==> config.mk <==
export PLATFORM = sky130hd
export DESIGN_NAME = fifo_mr_act_v2
export DESIGN_NICKNAME = d
export VERILOG_FILES = /design/src/rtl/fifo_mr_act_v2.sv
export SDC_FILE = /design/constraint.sdc
export NUM_CORES = 2
export LEC_CHECK = 0
export BUFFER_PORTS_ARGS = -buffer_cell sky130_fd_sc_hd__buf_2
export CAP_MARGIN = 20
export CORE_ASPECT_RATIO = 0.7
export CORE_MARGIN = 2
export CORE_UTILIZATION = 46
export DETAILED_ROUTE_END_ITERATION = 12
export GPL_ROUTABILITY_DRIVEN = 0
export SKIP_LAST_GASP = 1
export SYNTH_ARGS = -nofsm -noshare
export SYNTH_HDL_FRONTEND = slang
export SYNTH_SLANG_ARGS = --single-unit
==> constraint.sdc <==
create_clock -name clk -period 8.4 [get_ports clk]
set_input_delay 0.84 -clock clk [delete_from_list [all_inputs] [get_ports clk]]
set_output_delay 0.84 -clock clk [all_outputs]
set_load 0.02 [all_outputs]
==> src/rtl/fifo_mr_act_v2.sv <==
// Single-write, multi-read activation FIFO: one shared store, per-reader pointer and occupancy.
// Build option FIFO_MR_ACT_FWFT_EN selects first-word fall-through reads; default is a registered 1-cycle read.
module fifo_mr_act_v2 #(
   parameter int DATA_WIDTH   = 64,
   parameter int ADDR_WIDTH   = 4,
   parameter int RAM_DEPTH    = 1 << ADDR_WIDTH,
   parameter int RD_NUM       = 3,
   parameter int AFULL_THRESH = RAM_DEPTH - 2
) (
   input  logic                               clk,
   input  logic                               rst_n,
   input  logic                               clr,
   input  logic [RD_NUM-1:0]                  rd_active,
   input  logic                               push,
   input  logic [DATA_WIDTH-1:0]              data_in,
   output logic                               full,
   output logic                               almost_full,
   input  logic [RD_NUM-1:0]                  pop,
   output logic [DATA_WIDTH*RD_NUM-1:0]       data_out,
   output logic [RD_NUM-1:0]                  data_valid,
   output logic [RD_NUM-1:0]                  empty,
   output logic [(ADDR_WIDTH+1)*RD_NUM-1:0]   count,
   output logic                               ovf_err,
   output logic [RD_NUM-1:0]                  udf_err
);
   localparam int CW = ADDR_WIDTH + 1;
   localparam logic [CW-1:0] DEPTH_C = CW'(RAM_DEPTH);
   localparam logic [CW-1:0] AFULL_C = CW'(AFULL_THRESH);

   logic [DATA_WIDTH-1:0]                mem_q [RAM_DEPTH];
   logic [ADDR_WIDTH-1:0]                wr_ptr_q, wr_ptr_d;
   logic [RD_NUM-1:0][ADDR_WIDTH-1:0]    rd_ptr_q, rd_ptr_d;
   logic [RD_NUM-1:0][CW-1:0]            cnt_q, cnt_d;
   logic                                 ovf_q, ovf_d;
   logic [RD_NUM-1:0]                    udf_q, udf_d;
   logic [RD_NUM-1:0]                    full_v, afull_v, rd_ok;
   logic [RD_NUM-1:0][DATA_WIDTH-1:0]    rd_word;
   logic                                 wr_ok;

   // Flags look only at active readers so an idle reader never back-pressures the writer.
   always_comb begin
      full_v  = '0;
      afull_v = '0;
      empty   = '0;
      rd_word = '0;
      for (int i = 0; i < RD_NUM; i++) begin
         full_v[i]  = rd_active[i] && (cnt_q[i] == DEPTH_C);
         afull_v[i] = rd_active[i] && (cnt_q[i] >= AFULL_C);
         empty[i]   = (cnt_q[i] == '0) || !rd_active[i];
         rd_word[i] = mem_q[rd_ptr_q[i]];
      end
   end

   assign full        = |full_v;
   assign almost_full = |afull_v;
   assign wr_ok       = push & ~full;
   assign rd_ok       = pop & rd_active & ~empty;

   always_comb begin
      wr_ptr_d = wr_ptr_q + ADDR_WIDTH'(wr_ok);
      ovf_d    = ovf_q | (push & full);
      udf_d    = udf_q | (pop & empty);
      rd_ptr_d = rd_ptr_q;
      cnt_d    = cnt_q;
      for (int i = 0; i < RD_NUM; i++) begin
         // An idle reader tracks the write pointer so activation starts at the next word written.
         if (!rd_active[i]) begin
            rd_ptr_d[i] = wr_ptr_d;
            cnt_d[i]    = '0;
         end else begin
            rd_ptr_d[i] = rd_ptr_q[i] + ADDR_WIDTH'(rd_ok[i]);
            cnt_d[i]    = cnt_q[i] + CW'(wr_ok) - CW'(rd_ok[i]);
         end
      end
      if (clr) begin
         wr_ptr_d = '0;
         rd_ptr_d = '0;
         cnt_d    = '0;
         ovf_d    = 1'b0;
         udf_d    = '0;
      end
   end

   always_ff @(posedge clk or negedge rst_n) begin
      if (!rst_n) begin
         wr_ptr_q <= '0;
         rd_ptr_q <= '0;
         cnt_q    <= '0;
         ovf_q    <= 1'b0;
         udf_q    <= '0;
      end else begin
         wr_ptr_q <= wr_ptr_d;
         rd_ptr_q <= rd_ptr_d;
         cnt_q    <= cnt_d;
         ovf_q    <= ovf_d;
         udf_q    <= udf_d;
      end
   end

   always_ff @(posedge clk) begin
      if (wr_ok && !clr) mem_q[wr_ptr_q] <= data_in;
   end

   assign count   = cnt_q;
   assign ovf_err = ovf_q;
   assign udf_err = udf_q;

`ifdef FIFO_MR_ACT_FWFT_EN
   logic [RD_NUM-1:0][DATA_WIDTH-1:0] dout_c;

   always_comb begin
      dout_c = '0;
      for (int i = 0; i < RD_NUM; i++)
         if (!empty[i]) dout_c[i] = rd_word[i];
   end

   assign data_out   = dout_c;
   assign data_valid = ~empty;
`else
   logic [RD_NUM-1:0][DATA_WIDTH-1:0] dout_q, dout_d;
   logic [RD_NUM-1:0]                 dval_q, dval_d;

   always_comb begin
      dout_d = dout_q;
      dval_d = rd_ok;
      for (int i = 0; i < RD_NUM; i++)
         if (rd_ok[i]) dout_d[i] = rd_word[i];
      if (clr) begin
         dout_d = '0;
         dval_d = '0;
      end
   end

   always_ff @(posedge clk or negedge rst_n) begin
      if (!rst_n) begin
         dout_q <= '0;
         dval_q <= '0;
      end else begin
         dout_q <= dout_d;
         dval_q <= dval_d;
      end
   end

   assign data_out   = dout_q;
   assign data_valid = dval_q;
`endif

endmodule

## Yosys cells after proc, flatten, opt, wreduce, memory -nomap -nowiden

Memory sizes are Yosys's and may differ from the RTL's.
Cells that the tools add are included.

- Magnitude comparators: 3
- Bitwise logic cells: 9
- Mux-type cells: 18
- Equality and inequality tests: 3
- Reductions and logical operators: 22
- $add $sub $neg: 10

Operator list:

| operator | number |
|---|---|
| 2-to-1 mux 192 bit | 1 |
| 2-to-1 mux 64 bit | 3 |
| adder 4 x 1 -> 4 bit | 4 |
| 2-to-1 mux 4 bit | 4 |
| adder 5 x 1 -> 5 bit | 3 |
| equality test 5 bit, second input constant | 3 |
| >= comparator 5 x 4 -> 1 bit, second input constant | 3 |
| zero test 5 bit | 3 |
| 2-to-1 mux 15 bit | 1 |
| 2-to-1 mux 5 bit | 3 |
| subtractor 5 x 1 -> 5 bit | 3 |
| 2-to-1 mux 12 bit | 1 |
| AND 3 bit | 3 |
| logical AND 1 bit | 7 |
| 2-to-1 mux 3 bit | 2 |
| nonzero test 2 bit | 3 |
| OR reduction 3 bit | 2 |
| zero test 1 bit | 4 |
| logical OR 1 bit | 3 |
| 2-to-1 mux 1 bit | 3 |
| inverter 3 bit | 1 |
| bitwise OR 3 bit | 1 |
| AND 1 bit | 2 |
| inverter 1 bit | 1 |
| bitwise OR 1 bit | 1 |

- Bits in writable memories: 1024
- Output and inout port bits: 219
- Bits of input ports: 74
- Memories: 1
- Logic and storage cells: 79
- Flip-flop bits (word level): 230

Memories:

| memory | words | bits a word | read ports | clocked after memory_dff | write ports | RTL line | text |
|---|---|---|---|---|---|---|---|
| mem_q | 16 | 64 | 3 | 0 | 1 | 30 | `logic [DATA_WIDTH-1:0] mem_q [RAM_DEPTH];` |

## Depth between registers and ports, before layout

- Depth after elaboration: 9
- Mapped depth: 15
- Gate-level depth less buffers: 15

## Worst setup path before layout

Ideal clock, no wire load.

- Path type: register to register
- Start: reg cnt_q (netlist bit count[2])
- End: mem mem_q[0][0], enable pin
- Slack: 1363 ps
- Buffers on the path: 0
- Data arrival time: 6459 ps
- Period minus slack after synthesis: 7037 ps
- Data required time: 7822 ps
- Setup time: 578 ps
- Cell stages (with the launch flop): 7
- Path through: dfrtp_1 > inv_1 > ha_1 > nor3b_1 > a311oi_1 > nor4b_1 > nor3b_1

- Longest elaborated chain between the ends: 8

Ends and longest elaborated chain:

| what | RTL line | text |
|---|---|---|
| from (decl) | 33 | `logic [RD_NUM-1:0][CW-1:0] cnt_q, cnt_d;` |
| from (signal assigned) | 94 | `cnt_q <= cnt_d;` |
| equality test 5 bit | 47 | `full_v[i] = rd_active[i] && (cnt_q[i] == DEPTH_C);` |
| logical AND 1 bit | 47 |  |
| OR reduction 3 bit | 54 | `assign full = \|full_v;` |
| inverter 1 bit | 56 | `assign wr_ok = push & ~full;` |
| AND 1 bit | 56 |  |
| logical AND 1 bit | 101 | `if (wr_ok && !clr) mem_q[wr_ptr_q] <= data_in;` |
| 2-to-1 mux 1 bit | 101 |  |
| 2-to-1 mux 1 bit (implied by the code) | 101 |  |
| to (decl) | 30 |  |

No other way between the ends.

## Final worst setup path

- Start: reg cnt_q (netlist bit count[2])
- End: mem mem_q[8][57], enable pin

Same word-level chain as after synthesis.

==> results.tsv <==
stage	metric	value	unit
sta	Final Cycle Share	0.5291	
cts	TritonCTS Sinks	1254	
route	via count	36679	
floorplanning	die area	0.1412	mm²
critical_path	Worst path max stage delay	0.85	ns
yosys	asr flop ratio synth	0.1834	
route	detailed-route wire length	188.7	mm
critical_path	CP Capture Type	flop	
cts	clock buffer depth	3	
yosys	synthesized area	0.06357	mm²
sta	final worst setup slack	3.956	ns
place	pre-CTS setup slack	3.782	ns
floorplanning	Die H	315.0	µm
critical_path	Reg2Reg Setup Slack	3.96	ns
run	Max-cap violations	0	
grt	gr ovfl total	0	
critical_path	startpoint types	flop	
grt	largest net degree at the start of global routing	113	
grt	initial antenna violation count	14	
floorplanning	Initial Utilization	0.4618	
yosys	Top FF cell, synth	edfxtp_1	
sta	minimum clock period	4.444	ns
route	via/cell ratio	6.726	
sta	Rel. slew slack	0.3077	
yosys	Cell variety after synth	51	
yosys	Mean Syn Cell Area	19.32	µm²
pwr	Leak	22.81	nW
floorplanning	num rows	114	
run_status	status	finished clean	
route	DR pass1 iterations	6	
critical_path	worst r2r src	count[2]	
yosys	syn_nets	3402	
critical_path	Worst Path Class, Setup	reg -> reg	
sta	total negative slack	0	ns
place	HPWL after detailed placement	105.6	mm
route	DRC errors left	0	
cts	CTS H-tree depth	3	
place	IO Port Bufs	292	
critical_path	CP max-delay cell	and3b_4	
grt	total track usage	0.2701	
cts	Worst-path clk slew	0.07	ns
sta	final hold vios	0	
critical_path	R2R depth	7	
cts	hold_buf cts	0	
floorplanning	core area	0.1376	mm²
finish	final net count	3596	
critical_path	CP delay by family, top	simple AND/OR/NAND/NOR gates	
sta	pins over their slew limit	0	
sta	final setup fails	0	
critical_path	CP Max Fanout	37	
cts	Clk Latency, worst-skew pair	0.76	ns
cts	postcts setup bufs	0	
route	DR iter-0 viols	3618	
route	Final ANT Viol Nets	0	
cts	TritonCTS buffer count	120	
cts	Clock Tree Root	clkbuf_16	
cts	post-cts gate resize count	0	
yosys	Syn Inst Count	3290	
hold_path	Worst Hold Class	in -> async	
sta	f_max	0.2250	GHz
critical_path	Critical Path RT	8.76	ns
critical_path	FF-to-FF End	mem_q[8][57]	
finish	share of cells above drive strength 1	0.3929	
finish	# fillers	10836	
finish	most common cell after layout, fill and taps aside	edfxtp_1	
cts	CTS tree	built	
sta	unrepaired setup endpoints after global routing	no	
pwr	PwrDens	226.8	mW/mm²
finish	most frequent cells in the layout	edfxtp_1, mux4_2, mux2i_1	
critical_path	crit path buf inv count	2	
finish	P&R area growth vs syn	11.17	%
yosys	Yosys reg bits	1254	
yosys	yosys warns	0	
critical_path	critical path, cell by cell	inv_1 -> ha_1 -> nor3b_1 -> a311oi_1 -> nor4b_1 -> and3b_4 -> buf_4	
grt	first-pass GRT wire length	276.5	mm
critical_path	Arr. time, crit path	4.80	ns
sta	Least-Margin Pin Slew	1.038	ns
yosys	Post-synth EDFFs	1024	
sta	Clock Skew	0.02541	ns
floorplanning	die width	448.3	µm
grt	vias in the first global route	39110	
route	Avg WL per Cell	34.60	µm
pwr	worst vdd ir	0.0001860	V
yosys	sequential share of the synthesized area	0.5743	
floorplanning	# IOs	293	
[synthesized netlist by cell type, types with 2 or more instances]
| cell type | instances | area share |
|---|---|---|
| xor2_1 | 6 | 0.00083 |
| a21o_1 | 3 | 0.00035 |
| o221ai_1 | 139 | 0.019 |
| ha_1 | 35 | 0.0069 |
| and2_1 | 5 | 0.00049 |
| nor3b_1 | 2 | 0.00024 |
| nand2b_1 | 7 | 0.00069 |
| xnor2_1 | 9 | 0.0012 |
| nor3_1 | 6 | 0.00047 |
| a2bb2oi_1 | 5 | 0.00069 |
| and3_1 | 6 | 0.00059 |
| and3_4 | 2 | 0.00035 |
| nand4_2 | 3 | 0.00059 |
| a31oi_4 | 3 | 0.0010 |
| buf_1 | 47 | 0.0028 |
| o21bai_1 | 2 | 0.00024 |
| nand2b_4 | 2 | 0.00043 |
| nand2_1 | 198 | 0.012 |
| inv_1 | 26 | 0.0015 |
| and3b_1 | 2 | 0.00028 |
| fa_1 | 3 | 0.00094 |
| clkbuf_1 | 69 | 0.0041 |
| a21oi_1 | 14 | 0.0011 |
| buf_2 | 119 | 0.0094 |
| or3b_2 | 2 | 0.00028 |
| buf_12 | 4 | 0.0013 |
| or4b_1 | 2 | 0.00031 |
| buf_4 | 17 | 0.0020 |
| o22ai_1 | 2 | 0.00020 |
| o21ai_0 | 6 | 0.00047 |
| o221ai_2 | 50 | 0.012 |
| nand4b_1 | 3 | 0.00041 |
| a22oi_1 | 3 | 0.00035 |
| nor2b_1 | 5 | 0.00049 |
| nor2_1 | 28 | 0.0017 |
| nand3_1 | 4 | 0.00031 |
| edfxtp_1 | 1024 | 0.48 |
| mux2i_1 | 390 | 0.061 |
| dfrtp_1 | 230 | 0.091 |
| mux4_2 | 768 | 0.27 |
| buf_6 | 29 | 0.0051 |
[final cells by class]
| type | count | area (µm²) | area share |
|---|---|---|---|
| diodes | 8 | 20.02 | 0.0002833 |
| clock buffers | 148 | 3228 | 0.04568 |
| clock inverters | 79 | 797.0 | 0.01128 |
| inverters | 26 | 97.59 | 0.001381 |
| multi-input cells | 1724 | 25510 | 0.3610 |
| flip-flops and latches | 1254 | 36540 | 0.5171 |
| well taps | 1856 | 2322 | 0.03286 |
| repair buffers | 358 | 2155 | 0.03049 |
[metrics by stage]
step	utilization	cell area, µm²	hold slack (ns)	power (W)	cells
after floorplan	-	63570	0.5444	0.009656	3290
after global placement	0.4840	66620	0.4618	0.01052	5218
after detailed placement	0.4840	66620	0.4686	0.01058	5218
after CTS	0.5133	70650	0.1375	0.01616	5445
after global routing	0.5134	70660	0.1476	0.01660	5450
final	0.5134	70670	0.1327	0.01603	5453
[power by group]
| group | switching (W) | leakage, nW | total (W) | internal [W] |
|---|---|---|---|---|
| clock network | 0.00248 | 1.97 | 0.00561 | 0.00313 |
| logic | 0.00170 | 8.46 | 0.00326 | 0.00155 |
| registers | 0.000259 | 12.4 | 0.00716 | 0.00690 |
[layer usage]
| layer | share of wire | wire [µm] | up-vias | global-route usage |
|---|---|---|---|---|
| met1 | 0.39 | 74170 | 19825 | 0.3648 |
| met5 | 0.00021 | 40 | - | 0 |
| met2 | 0.50 | 93730 | 1845 | 0.4430 |
| met4 | 0.037 | 6917 | 8 | 0.09634 |
| li1 | - | - | 14604 | - |
| met3 | 0.073 | 13810 | 397 | 0.04879 |
[sequential cells by signal, indices dropped and copies added, names as in the netlist]
name	flops
mem_q	1024
data_out	192
count	15
ovf_err	1
udf_err	3
data_valid	3
wr_ptr_q	4
rd_ptr_q	12
[how the worst max path moves through the flow]
stage | startpoint | to | slack (ns) | depth (start not counted)
floorplan | count[2] | mem_q[0][0] | 1.36 | 6
global placement | clr | mem_q[8][47] | 3.84 | 5
detailed placement | clr | mem_q[8][59] | 3.78 | 5
CTS | count[2] | mem_q[8][55] | 4.04 | 7
global route | count[2] | mem_q[8][53] | 3.86 | 7
finish | count[2] | mem_q[8][57] | 3.96 | 7
[cells by family after synthesis]
kind of cell             after synthesis  share of synthesized area
flip-flops                          1254                     0.5743
multiplexers                        1158                     0.3335
buffers and inverters                312                    0.02640
AND/OR/NAND/NOR                      281                    0.01986
AO/OA/AOI/OAI                        232                    0.03604
adder cells (fa/ha/maj)               38                   0.007834
XOR/XNOR                              15                   0.002067
(Power assumes the default switching activity.)
